==> config.mk <==
export PLATFORM = sky130hd
export DESIGN_NAME = halt_dump_ctrl_flat
export DESIGN_NICKNAME = d
export VERILOG_FILES = /design/src/rtl/halt_dump_pkg.sv /design/src/rtl/halt_dump_if.sv /design/src/rtl/halt_watchdog.sv /design/src/rtl/halt_dump_ctrl.sv /design/src/flat_wrapper.sv
export SDC_FILE = /design/constraint.sdc
export NUM_CORES = 1
export LEC_CHECK = 0
export CORE_UTILIZATION = 45
export DETAILED_ROUTE_END_ITERATION = 16
export PLACE_DENSITY = 0.85
export SLEW_MARGIN = 20
export SYNTH_ARGS = -nofsm -noshare
export SYNTH_HDL_FRONTEND = slang
export SYNTH_SLANG_ARGS = --single-unit
==> constraint.sdc <==
create_clock -name clk_i -period 3.7 [get_ports clk_i]
set_input_delay 0.555 -clock clk_i [delete_from_list [all_inputs] [get_ports clk_i]]
set_output_delay 0.555 -clock clk_i [all_outputs]
set_load 0.01 [all_outputs]
==> src/rtl/halt_dump_pkg.sv <==
// Shared types for the halt-dump debug controller: FSM states, dump phases
// and the stream tag codes carried on every beat.
package halt_dump_pkg;

    typedef enum logic [2:0] {
        ST_IDLE,
        ST_ARMED,
        ST_RD,
        ST_WAIT,
        ST_OUT,
        ST_NEXT,
        ST_DONE,
        ST_TMO
    } state_e;

    typedef enum logic [1:0] {
        PH_MEM,
        PH_REG,
        PH_SUM
    } phase_e;

    localparam logic [1:0] TAG_REG = 2'd0;
    localparam logic [1:0] TAG_MEM = 2'd1;
    localparam logic [1:0] TAG_SUM = 2'd2;

endpackage

==> src/rtl/halt_dump_if.sv <==
// Dump word stream (valid/ready) from the halt-dump controller to its sink.
interface halt_dump_if #(
    parameter int DATA_W = 16,
    parameter int IDX_W  = 8
);
    logic              valid;
    logic              ready;
    logic [DATA_W-1:0] data;
    logic [1:0]        tag;
    logic [IDX_W-1:0]  idx;
    logic              last;

    modport master (output valid, data, tag, idx, last, input ready);
    modport slave  (input valid, data, tag, idx, last, output ready);
endinterface

==> src/rtl/halt_watchdog.sv <==
// Arm-time watchdog: cleared on each accepted start, counts while enabled,
// saturates at LIMIT. expired_o flags the last cycle of the allowed window.
module halt_watchdog #(
    parameter int  LIMIT = 100000,
    localparam int CNT_W = $clog2(LIMIT + 1)
) (
    input  logic clk_i,
    input  logic rst_ni,
    input  logic clr_i,
    input  logic en_i,
    output logic expired_o
);
    logic [CNT_W-1:0] cnt_q, cnt_d;

    // next count: clear wins, otherwise count up until saturated
    always_comb begin
        cnt_d = cnt_q;
        if (clr_i) begin
            cnt_d = '0;
        end else if (en_i && (cnt_q != CNT_W'(LIMIT))) begin
            cnt_d = cnt_q + 1'b1;
        end
    end

    // counter register
    always_ff @(posedge clk_i or negedge rst_ni) begin
        if (!rst_ni) begin
            cnt_q <= '0;
        end else begin
            cnt_q <= cnt_d;
        end
    end

    assign expired_o = (cnt_q == CNT_W'(LIMIT - 1));

endmodule

==> src/rtl/halt_dump_ctrl.sv <==
// Halt-triggered debug dump controller. Arms on start, waits for a falling
// edge on the CPU halt line (watchdog bounded), then streams memory words
// 0..MEM_N-1 followed by registers 0..REG_N-1 over the dump interface.
// Optional build macro HALT_DUMP_CHKSUM_EN appends a checksum beat (tag 2)
// holding the modular sum of all payloads; without it the last register
// beat carries dump_last.
module halt_dump_ctrl
    import halt_dump_pkg::*;
#(
    parameter int  DATA_W      = 16,
    parameter int  REG_N       = 16,
    parameter int  MEM_N       = 10,
    parameter int  ADDR_W      = 8,
    parameter int  TIMEOUT_CYC = 100000,
    localparam int RA_W        = $clog2(REG_N),
    localparam int IDX_W       = (ADDR_W > RA_W) ? ADDR_W : RA_W
) (
    input  logic              clk_i,
    input  logic              rst_ni,
    input  logic              start_i,
    input  logic              do_halt_i,
    output logic [ADDR_W-1:0] mem_addr_o,
    input  logic [DATA_W-1:0] mem_data_i,
    output logic [RA_W-1:0]   reg_addr_o,
    input  logic [DATA_W-1:0] reg_data_i,
    halt_dump_if.master       dump,
    output logic              busy_o,
    output logic              done_o,
    output logic              timeout_o
);
    state_e            state_q, state_d;
    phase_e            phase_q, phase_d;
    logic [IDX_W-1:0]  idx_q, idx_d;
    logic              do_halt_q;
    logic [ADDR_W-1:0] mem_addr_q;
    logic [RA_W-1:0]   reg_addr_q;
    logic              valid_q, last_q;
    logic [DATA_W-1:0] data_q;
    logic [1:0]        tag_q;
    logic [IDX_W-1:0]  out_idx_q;
    logic              busy_q, done_q, tmo_q;
    logic              halt_edge, start_ok, wd_expired;
    logic [DATA_W-1:0] sum_w;

    assign halt_edge = do_halt_q && !do_halt_i;
    assign start_ok  = start_i && (state_q inside {ST_IDLE, ST_DONE, ST_TMO});

    halt_watchdog #(.LIMIT(TIMEOUT_CYC)) u_wdog (
        .clk_i     (clk_i),
        .rst_ni    (rst_ni),
        .clr_i     (start_ok),
        .en_i      (state_q == ST_ARMED),
        .expired_o (wd_expired)
    );

`ifdef HALT_DUMP_CHKSUM_EN
    localparam bit CHKSUM_EN = 1'b1;
    logic [DATA_W-1:0] sum_q;

    // running sum of every accepted payload, restarted on each arm
    always_ff @(posedge clk_i or negedge rst_ni) begin
        if (!rst_ni) begin
            sum_q <= '0;
        end else if (start_ok) begin
            sum_q <= '0;
        end else if (state_q == ST_OUT && dump.ready) begin
            sum_q <= sum_q + data_q;
        end
    end
    assign sum_w = sum_q;
`else
    localparam bit CHKSUM_EN = 1'b0;
    assign sum_w = '0;
`endif

    // next state and dump sequencing; halt beats the watchdog on a tie
    always_comb begin
        state_d = state_q;
        phase_d = phase_q;
        idx_d   = idx_q;
        case (state_q)
            ST_IDLE, ST_DONE, ST_TMO: begin
                if (start_i) state_d = ST_ARMED;
            end
            ST_ARMED: begin
                if (halt_edge) begin
                    state_d = ST_RD;
                    phase_d = PH_MEM;
                    idx_d   = '0;
                end else if (wd_expired) begin
                    state_d = ST_TMO;
                end
            end
            ST_RD:   state_d = ST_WAIT;
            ST_WAIT: state_d = ST_OUT;
            ST_OUT: begin
                if (dump.ready) state_d = ST_NEXT;
            end
            ST_NEXT: begin
                state_d = ST_RD;
                case (phase_q)
                    PH_MEM: begin
                        if (idx_q < IDX_W'(MEM_N - 1)) begin
                            idx_d = idx_q + 1'b1;
                        end else begin
                            phase_d = PH_REG;
                            idx_d   = '0;
                        end
                    end
                    PH_REG: begin
                        if (idx_q < IDX_W'(REG_N - 1)) begin
                            idx_d = idx_q + 1'b1;
                        end else if (CHKSUM_EN) begin
                            phase_d = PH_SUM;
                            idx_d   = '0;
                        end else begin
                            state_d = ST_DONE;
                        end
                    end
                    default: state_d = ST_DONE;
                endcase
            end
            default: state_d = ST_IDLE;
        endcase
    end

    // FSM state plus every registered output, derived from the next state
    always_ff @(posedge clk_i or negedge rst_ni) begin
        if (!rst_ni) begin
            state_q    <= ST_IDLE;
            phase_q    <= PH_MEM;
            idx_q      <= '0;
            do_halt_q  <= 1'b1;
            mem_addr_q <= '0;
            reg_addr_q <= '0;
            valid_q    <= 1'b0;
            data_q     <= '0;
            tag_q      <= '0;
            out_idx_q  <= '0;
            last_q     <= 1'b0;
            busy_q     <= 1'b0;
            done_q     <= 1'b0;
            tmo_q      <= 1'b0;
        end else begin
            state_q   <= state_d;
            phase_q   <= phase_d;
            idx_q     <= idx_d;
            do_halt_q <= do_halt_i;

            mem_addr_q <= '0;
            reg_addr_q <= '0;
            if (state_d == ST_RD && phase_d == PH_MEM) mem_addr_q <= idx_d[ADDR_W-1:0];
            if (state_d == ST_RD && phase_d == PH_REG) reg_addr_q <= idx_d[RA_W-1:0];

            if (start_ok) last_q <= 1'b0;
            if (state_q == ST_WAIT) begin
                out_idx_q <= idx_q;
                case (phase_q)
                    PH_MEM: begin
                        data_q <= mem_data_i;
                        tag_q  <= TAG_MEM;
                        last_q <= 1'b0;
                    end
                    PH_REG: begin
                        data_q <= reg_data_i;
                        tag_q  <= TAG_REG;
                        last_q <= !CHKSUM_EN && (idx_q == IDX_W'(REG_N - 1));
                    end
                    default: begin
                        data_q <= sum_w;
                        tag_q  <= TAG_SUM;
                        last_q <= 1'b1;
                    end
                endcase
            end

            valid_q <= (state_d == ST_OUT);
            busy_q  <= state_d inside {ST_ARMED, ST_RD, ST_WAIT, ST_OUT, ST_NEXT};
            done_q  <= state_d inside {ST_DONE, ST_TMO};
            tmo_q   <= (state_d == ST_TMO);
        end
    end

    assign mem_addr_o = mem_addr_q;
    assign reg_addr_o = reg_addr_q;
    assign dump.valid = valid_q;
    assign dump.data  = data_q;
    assign dump.tag   = tag_q;
    assign dump.idx   = out_idx_q;
    assign dump.last  = last_q;
    assign busy_o     = busy_q;
    assign done_o     = done_q;
    assign timeout_o  = tmo_q;

endmodule

==> src/flat_wrapper.sv <==
// flat-port wrapper written by rule: the top's interface ports become plain ports
module halt_dump_ctrl_flat import halt_dump_pkg::*;
#(
    parameter int  DATA_W      = 16,
    parameter int  REG_N       = 16,
    parameter int  MEM_N       = 10,
    parameter int  ADDR_W      = 8,
    parameter int  TIMEOUT_CYC = 100000,
    localparam int RA_W        = $clog2(REG_N),
    localparam int IDX_W       = (ADDR_W > RA_W) ? ADDR_W : RA_W
)
  (clk_i, rst_ni, start_i, do_halt_i, mem_addr_o, mem_data_i, reg_addr_o, reg_data_i, busy_o, done_o, timeout_o, dump_valid, dump_data, dump_tag, dump_idx, dump_last, dump_ready);
  halt_dump_if #(.DATA_W(DATA_W), .IDX_W((8))) dump_i ();
  input  logic clk_i;
  input  logic rst_ni;
  input  logic start_i;
  input  logic do_halt_i;
  output logic [ADDR_W-1:0] mem_addr_o;
  input  logic [DATA_W-1:0] mem_data_i;
  output logic [RA_W-1:0] reg_addr_o;
  input  logic [DATA_W-1:0] reg_data_i;
  output logic busy_o;
  output logic done_o;
  output logic timeout_o;
  output wire logic [$bits(dump_i.valid)-1:0] dump_valid;
  output wire logic [$bits(dump_i.data)-1:0] dump_data;
  output wire logic [$bits(dump_i.tag)-1:0] dump_tag;
  output wire logic [$bits(dump_i.idx)-1:0] dump_idx;
  output wire logic [$bits(dump_i.last)-1:0] dump_last;
  input wire logic [$bits(dump_i.ready)-1:0] dump_ready;
  assign dump_valid = dump_i.valid;
  assign dump_data = dump_i.data;
  assign dump_tag = dump_i.tag;
  assign dump_idx = dump_i.idx;
  assign dump_last = dump_i.last;
  assign dump_i.ready = dump_ready;
  halt_dump_ctrl #(.DATA_W(DATA_W), .REG_N(REG_N), .MEM_N(MEM_N), .ADDR_W(ADDR_W), .TIMEOUT_CYC(TIMEOUT_CYC)) u_core (.clk_i(clk_i), .rst_ni(rst_ni), .start_i(start_i), .do_halt_i(do_halt_i), .mem_addr_o(mem_addr_o), .mem_data_i(mem_data_i), .reg_addr_o(reg_addr_o), .reg_data_i(reg_data_i), .dump(dump_i), .busy_o(busy_o), .done_o(done_o), .timeout_o(timeout_o));
endmodule
==> results of run 1 <==
[power by group through the flow]
stage	Combinational, mW	Clock, mW	Sequential (mW)
final	1.05	0.687	1.23
after global routing	1.15	0.739	1.26
after CTS	1.06	0.698	1.23
after detailed placement	1.05	0	1.24
after global placement	1.01	0	1.23
after floorplan	0.645	0	1.18
[worst max-delay path, delay by kind of cell (launching register included)]
| family | cells | cell delay [ns] |
|---|---|---|
| AOI/OAI and AO/OA | 2 | 0.41 |
| DFF | 1 | 1.03 |
| and+or+nand+nor | 3 | 0.69 |
[final cells by class]
class	count	area [sq um]
clock inverter	5	77.6
inverter	12	45.0
multi-input combinational	220	1450
fill	598	2780
clock buffer	11	141
sequential	74	1850
tap	99	124
timing repair buffer	83	816
[cell usage after synthesis, drive strengths merged (2+ instances only)]
library cell	instances	area, sq um
and4bb	2	25.0
nand4	6	37.5
dfrtp	73	1830
or3b	2	17.5
o31ai	17	128
ha	4	50.1
xnor2	3	26.3
o22ai	2	12.5
o21ai	10	50.1
nor3b	2	15.0
mux2	5	56.3
nor3	5	25.0
o21a	3	22.5
mux2i	18	180
nor4	2	12.5
o211ai	2	20.0
buf	11	52.6
nand2b	5	31.3
xor2	8	70.1
clkbuf	5	18.8
nand3	7	35.0
and4	6	52.6
nor2	30	113
a31oi	2	12.5
and3	3	20.0
nand2	37	139
or3	2	12.5
nor2b	9	58.8
nor4b	3	32.5
a21oi	7	35.0
inv	12	45.0
[logic make-up (layout without fill, tap and decap cells)]
logic type | after synthesis | count (layout) | synth area share (%)
compound gates | 54 | 54 | 11.7
xor+xnor | 11 | 11 | 2.83
fa+ha+maj | 4 | 4 | 1.47
other cells | 1 | 4 | 0.110
flops | 74 | 74 | 54.3
simple gates | 124 | 124 | 19.2
buf+inv | 28 | 111 | 3.41
mux | 23 | 23 | 6.94
[registers in the layout, indices dropped and copies added, names as in the netlist]
name / cells
u_core.dump.idx: 8
u_core.timeout_o: 1
u_core.mem_addr_o: 8
u_core.dump.data: 16
u_core.dump.valid: 1
u_core.state_q: 3
u_core.busy_o: 1
u_core.dump.last: 1
u_core.done_o: 1
u_core.dump.tag: 2
u_core.u_wdog.cnt_q: 17
u_core.idx_q: 8
u_core.phase_q: 2
u_core.reg_addr_o: 4
u_core.do_halt_q: 1
[how the worst max path moves through the flow]
stage                           startpoint                              to  slack, ns  cells past startpoint
3_5_place_dp   u_core.phase_q[0]$_DFF_PN0_  u_core.mem_addr_o[3]$_DFF_PN0_       1.51                      5
3_3_place_gp   u_core.phase_q[0]$_DFF_PN0_  u_core.mem_addr_o[3]$_DFF_PN0_       1.64                      5
5_1_grt        u_core.phase_q[0]$_DFF_PN0_  u_core.mem_addr_o[3]$_DFF_PN0_       1.30                      5
6_report       u_core.phase_q[0]$_DFF_PN0_  u_core.mem_addr_o[3]$_DFF_PN0_       1.49                      5
2_1_floorplan  u_core.state_q[1]$_DFF_PN0_  u_core.mem_addr_o[2]$_DFF_PN0_       2.06                      6
4_1_cts        u_core.phase_q[0]$_DFF_PN0_  u_core.mem_addr_o[3]$_DFF_PN0_       1.47                      5
[stage by stage]
step	power, mW	cell area (sq um)
2_1_floorplan	1.82	3420
3_3_place_gp	2.24	4290
3_5_place_dp	2.29	4290
4_1_cts	2.98	4510
5_1_grt	3.15	4510
6_report	2.96	4510
[routing by layer]
metal  vias to the layer above  track usage (%)
met5                         -                0
met4                         0             11.0
met3                        14             4.34
met2                        78             33.1
met1                      1296             24.8
li1                       1292                -
==> out/results.ini, run 1 <==
[synthesis]
synth_cells = 319
syn_area_sq_um = 3410
yosysSeqAreaShare_pct = 54.3
synth_top_flop_cell = dfrtp_1
yosysWarnings = 0
asyncSetResetFlopFracSynth_pct = 100
syn_area_per_cell_sq_um = 10.7
yosysUniqueCellTypes = 53
yosys_register_bits = 74
synth_edf_count = 0

[pwr]
internal_power_mw = 1.93
power_frac_clock_pct = 23.2
p_switching_mw = 1.03
power_frac_comb_pct = 35.3
leakagePower_nw = 1.97
pwr-share-seq_pct = 41.5
pwr_density_cell_nw_per_um2 = 657
irDropWorstVdd_v = 0.000245
p_sw_share_pct = 34.8

[run]
drv_cap = 0

[route]
routed_via_density = 5.32
met1_length_um = 3240
highest_layer = met4
wl_per_cell_um = 14.9
vias = 2680
drcViolationCount = 0
ant_nets = 0
wl_met3_um = 449
drt_pass1_iterations = 4
wl_met2_um = 3660
wl_um = 7520
drtIter0Drc = 192

[critical_path]
crit_chain = and4_1, nor3_1, a41oi_1, o21ai_0, nor2_1
r2r-end = u_core.mem_addr_o[3]$_DFF_PN0_
worstPathArrival_ns = 2.48
critPathMaxFanout = 23
rrSetupSlack_ns = 1.49
max_stage_delay_ns = 1.03
critPathRequiredTime_ns = 3.97
crit_slowest_cell = dfrtp_1
critPathLaunchType = flop
path_class = reg -> reg
rr_startpoint = u_core.phase_q[0]$_DFF_PN0_
reg2reg_depth = 5
end_kind = flop

[layout]
layout-area-overhead-vs-synth_pct = 32.2
n_antenna_cell = 0
layout_common_cells = clkdlybuf4s50_1, dfrtp_1, nand2_1
layout_commonest_cell = clkdlybuf4s50_1
fin_cells = 504
post-route-util_pct = 61.8
drive_gt1_share_pct = 9.38
fin_nets = 441

[timing]
fin_worst_skew_ns = 0.00795
fin_crit_sh_pct = 59.7
worst_slack_ns = 1.49
relSlewSlack_pct = 30.3
period_needed_ns = 2.21
tightest_slew_ns = 1.05
finalSetupViolations = 0
hold_ws_ns = 0.225
rsz0062_at_grt = false
slew_viol_final = 0
max_freq_mhz = 453
timing.setup.tns_ns = 0
hold_viol = 0

[place]
dp_worst_setup_slack_ns = 1.51
place_inst = 488
gp_congestion = 0.824
io_buffers = 79
post-dp-hpwl_um = 5410

[cts]
cts_root_buf = clkbuf_8
clockBufferDepth = 2
clk_pin_slew_worst_paths_ns = 0.08
worstSkewPairLatency_ns = 0.35
post_cts_buffers = 0
clkSinkCount = 74
ctsResizeCount = 0
cts_tree = built
htree_levels = 3
cts_hold_buf = 0
numCtsBuffers = 9

[global_route]
antenna_found_initial = 0
grt_pass1_wl_um = 11900
grt_max_degree = 48
grt_pass1_vias = 2657
grt-ovfl-total = 0
gr-usage-all-layers_pct = 20.1

[min_path]
hold_class = in -> async

[status]
outcome = complete, no violations

[floorplan]
die_y_um = 89.0
pin_count = 80
rows = 31
initial_core_util_pct = 46.8
fp.dieW_um = 89.0
die-area_sq_um = 7930
coreArea_sq_um = 7290

Power figures use the tool's default switching activity.
==> run 2, diff against run 1 <==
==> constraint.sdc (replaced) <==
create_clock -name clk_i -period 2.1 [get_ports clk_i]
set_input_delay 0.315 -clock clk_i [delete_from_list [all_inputs] [get_ports clk_i]]
set_output_delay 0.315 -clock clk_i [all_outputs]
set_load 0.01 [all_outputs]
==> run 2 against run 1 <==
Compared with the run above:
- first-iteration DRC count is 13% lower
- final cell count is 1.2% higher
- via count is 0.49% higher
- register-to-register slack worse by 1.2 ns
- sequential cell count stayed put
- combinational power is 92% higher
- cell area is 1.7% higher
- sequential power is 67% higher
- worst hold slack better by 0.22 ns
- non-clock buffer count is 7 higher
- sequential share of layout area is 0.70 points lower
==> out/results.ini, run 2 (synthesis gave the netlist of run 1 again) <==
[status]
outcome = complete, no violations

[global_route]
grt-ovfl-total = 0
antenna_found_initial = 0
grt_pass1_vias = 2618
grt.met1_usage_pct = 24.4
use_met3_pct = 3.88
grt_max_degree = 50
met2_usage_pct = 33.8
grt_pass1_wl_um = 11800
gr-usage-all-layers_pct = 19.8
top_usage_layer = met2

[critical_path]
reg2reg_depth = 4
critPathTopFamily = simple AND/OR/NAND/NOR gates
r2r-end = u_core.u_wdog.cnt_q[4]$_DFFE_PN0P_
path_class = reg -> reg
critPathCapture = u_core.u_wdog.cnt_q[4]$_DFFE_PN0P_
rr_startpoint = u_core.state_q[1]$_DFF_PN0_
crit_chain = nor3b_1, o21a_1, and4_1, mux2i_1
cp-startpoint = u_core.state_q[1]$_DFF_PN0_
critPathMaxFanout = 13
crit_slowest_cell = dfrtp_1
critPathLaunchType = flop
critPathRequiredTime_ns = 2.37
worstPathArrival_ns = 2.08
max_stage_delay_ns = 0.52
rrSetupSlack_ns = 0.29
path_depth = 4
crit_buf_inv = 0
end_kind = flop

[route]
drtIter0Drc = 167
wl_um = 7410
drcViolationCount = 0
drt_pass1_iterations = 4
ant_nets = 0
routed_via_density = 5.28
vias = 2693
wl_per_cell_um = 14.5

[cts]
cts_tree = built
worstSkewPairLatency_ns = 0.34
ctsResizeCount = 0
htree_levels = 3
clockBufferDepth = 2
numCtsBuffers = 9
clk_pin_slew_worst_paths_ns = 0.07
cts_root_buf = clkbuf_8
clkSinkCount = 74

[pwr]
pwr_density_cell_nw_per_um2 = 1130
power_mw = 5.20
irDropWorstVdd_v = 0.000520
leakagePower_nw = 2.01

[floorplan]
die-area_sq_um = 7930
die_y_um = 89.0
pin_count = 80
initial_core_util_pct = 46.8
coreArea_sq_um = 7290
rows = 31
fp.dieW_um = 89.0

[timing]
tightest_slew_ns = 0.614
slew_viol_final = 0
period_needed_ns = 1.81
fin_crit_sh_pct = 86.2
relSlewSlack_pct = 59.1
fin_worst_skew_ns = 0.00838
hold_viol = 0
timing.setup.tns_ns = 0
hold_ws_ns = 0.445
finalSetupViolations = 0
rsz0062_at_grt = false
max_freq_mhz = 552

[layout]
layout_common_cells = clkdlybuf4s50_1, dfrtp_1, nand2_1
fill_cells = 604
fin_nets = 448
fin_cells = 510
largest-register = u_core.u_wdog.cnt_q
finalInstanceArea_sq_um = 4590
largest_reg_flops = 17
layout-area-overhead-vs-synth_pct = 34.5
layout_commonest_cell = clkdlybuf4s50_1
drive_gt1_share_pct = 10.5
n_antenna_cell = 0

[place]
post-dp-hpwl_um = 5450
gp_congestion = 0.890
place_inst = 494
io_buffers = 79
dpl_cell_area_sq_um = 4370

[min_path]
hold_class = in -> reg
hold_depth = 1

[run]
drv_cap = 0

-- run 2: stage by stage --
step	setup WS (ns)	util, %
after floorplan	0.462	-
after global placement	0.272	60.0
after detailed placement	0.190	60.0
after CTS	0.264	62.9
after global routing	0.0882	62.9
final	0.289	62.9
-- run 2: worst min path at each step --
| stage | from | endpoint | slack [ns] |
|---|---|---|---|
| detailed placement | rst_ni | u_core.mem_addr_o[4]$_DFF_PN0_ | 0.35 |
| floorplan | rst_ni | u_core.busy_o$_DFF_PN0_ | 0.02 |
| finish | do_halt_i | u_core.do_halt_q$_DFF_PN1_ | 0.45 |
| global route | do_halt_i | u_core.do_halt_q$_DFF_PN1_ | 0.43 |
| global placement | rst_ni | u_core.mem_addr_o[4]$_DFF_PN0_ | 0.35 |
| CTS | do_halt_i | u_core.do_halt_q$_DFF_PN1_ | 0.43 |
-- run 2: repair_timing --
item / CTS / global route
hold buffers: 1 / 0
buffers inserted: 0 / 0
setup endpoints to repair: 0 / 0
hold endpoints to repair: 21 / 0
-- run 2: routing by layer --
layer  up-vias  part of all wire, %  wire length (um)
li1       1298                    -                 -
met1      1298                   43              3150
met2        80                   50              3720
met3        17                  5.2               384
met4         0                  2.1               156
met5         -                    0                 0
-- run 2: where the power goes --
group	internal (mW)	switching [mW]	total, mW
clock network	0.639	0.481	1.12
registers	1.76	0.298	2.06
logic	1.02	1.00	2.02
total	3.41	1.78	5.20
-- run 2: layout make-up --
cell class / instances / area, sq um / share of cell area (%)
well taps: 99 / 124 / 2.70
flip-flops and latches: 74 / 1850 / 40.4
repair buffers: 90 / 908 / 19.8
multi-input cells: 220 / 1450 / 31.7
clock buffers: 13 / 169 / 3.68
clock inverters: 2 / 35.0 / 0.764
inverters: 12 / 45.0 / 0.982
-- run 2: worst reg2reg max path, cell delays in order (launching register included) --
cell	delay [ns]
dfrtp_1	0.52
nor3b_1	0.48
o21a_1	0.32
and4_1	0.25
mux2i_1	0.18
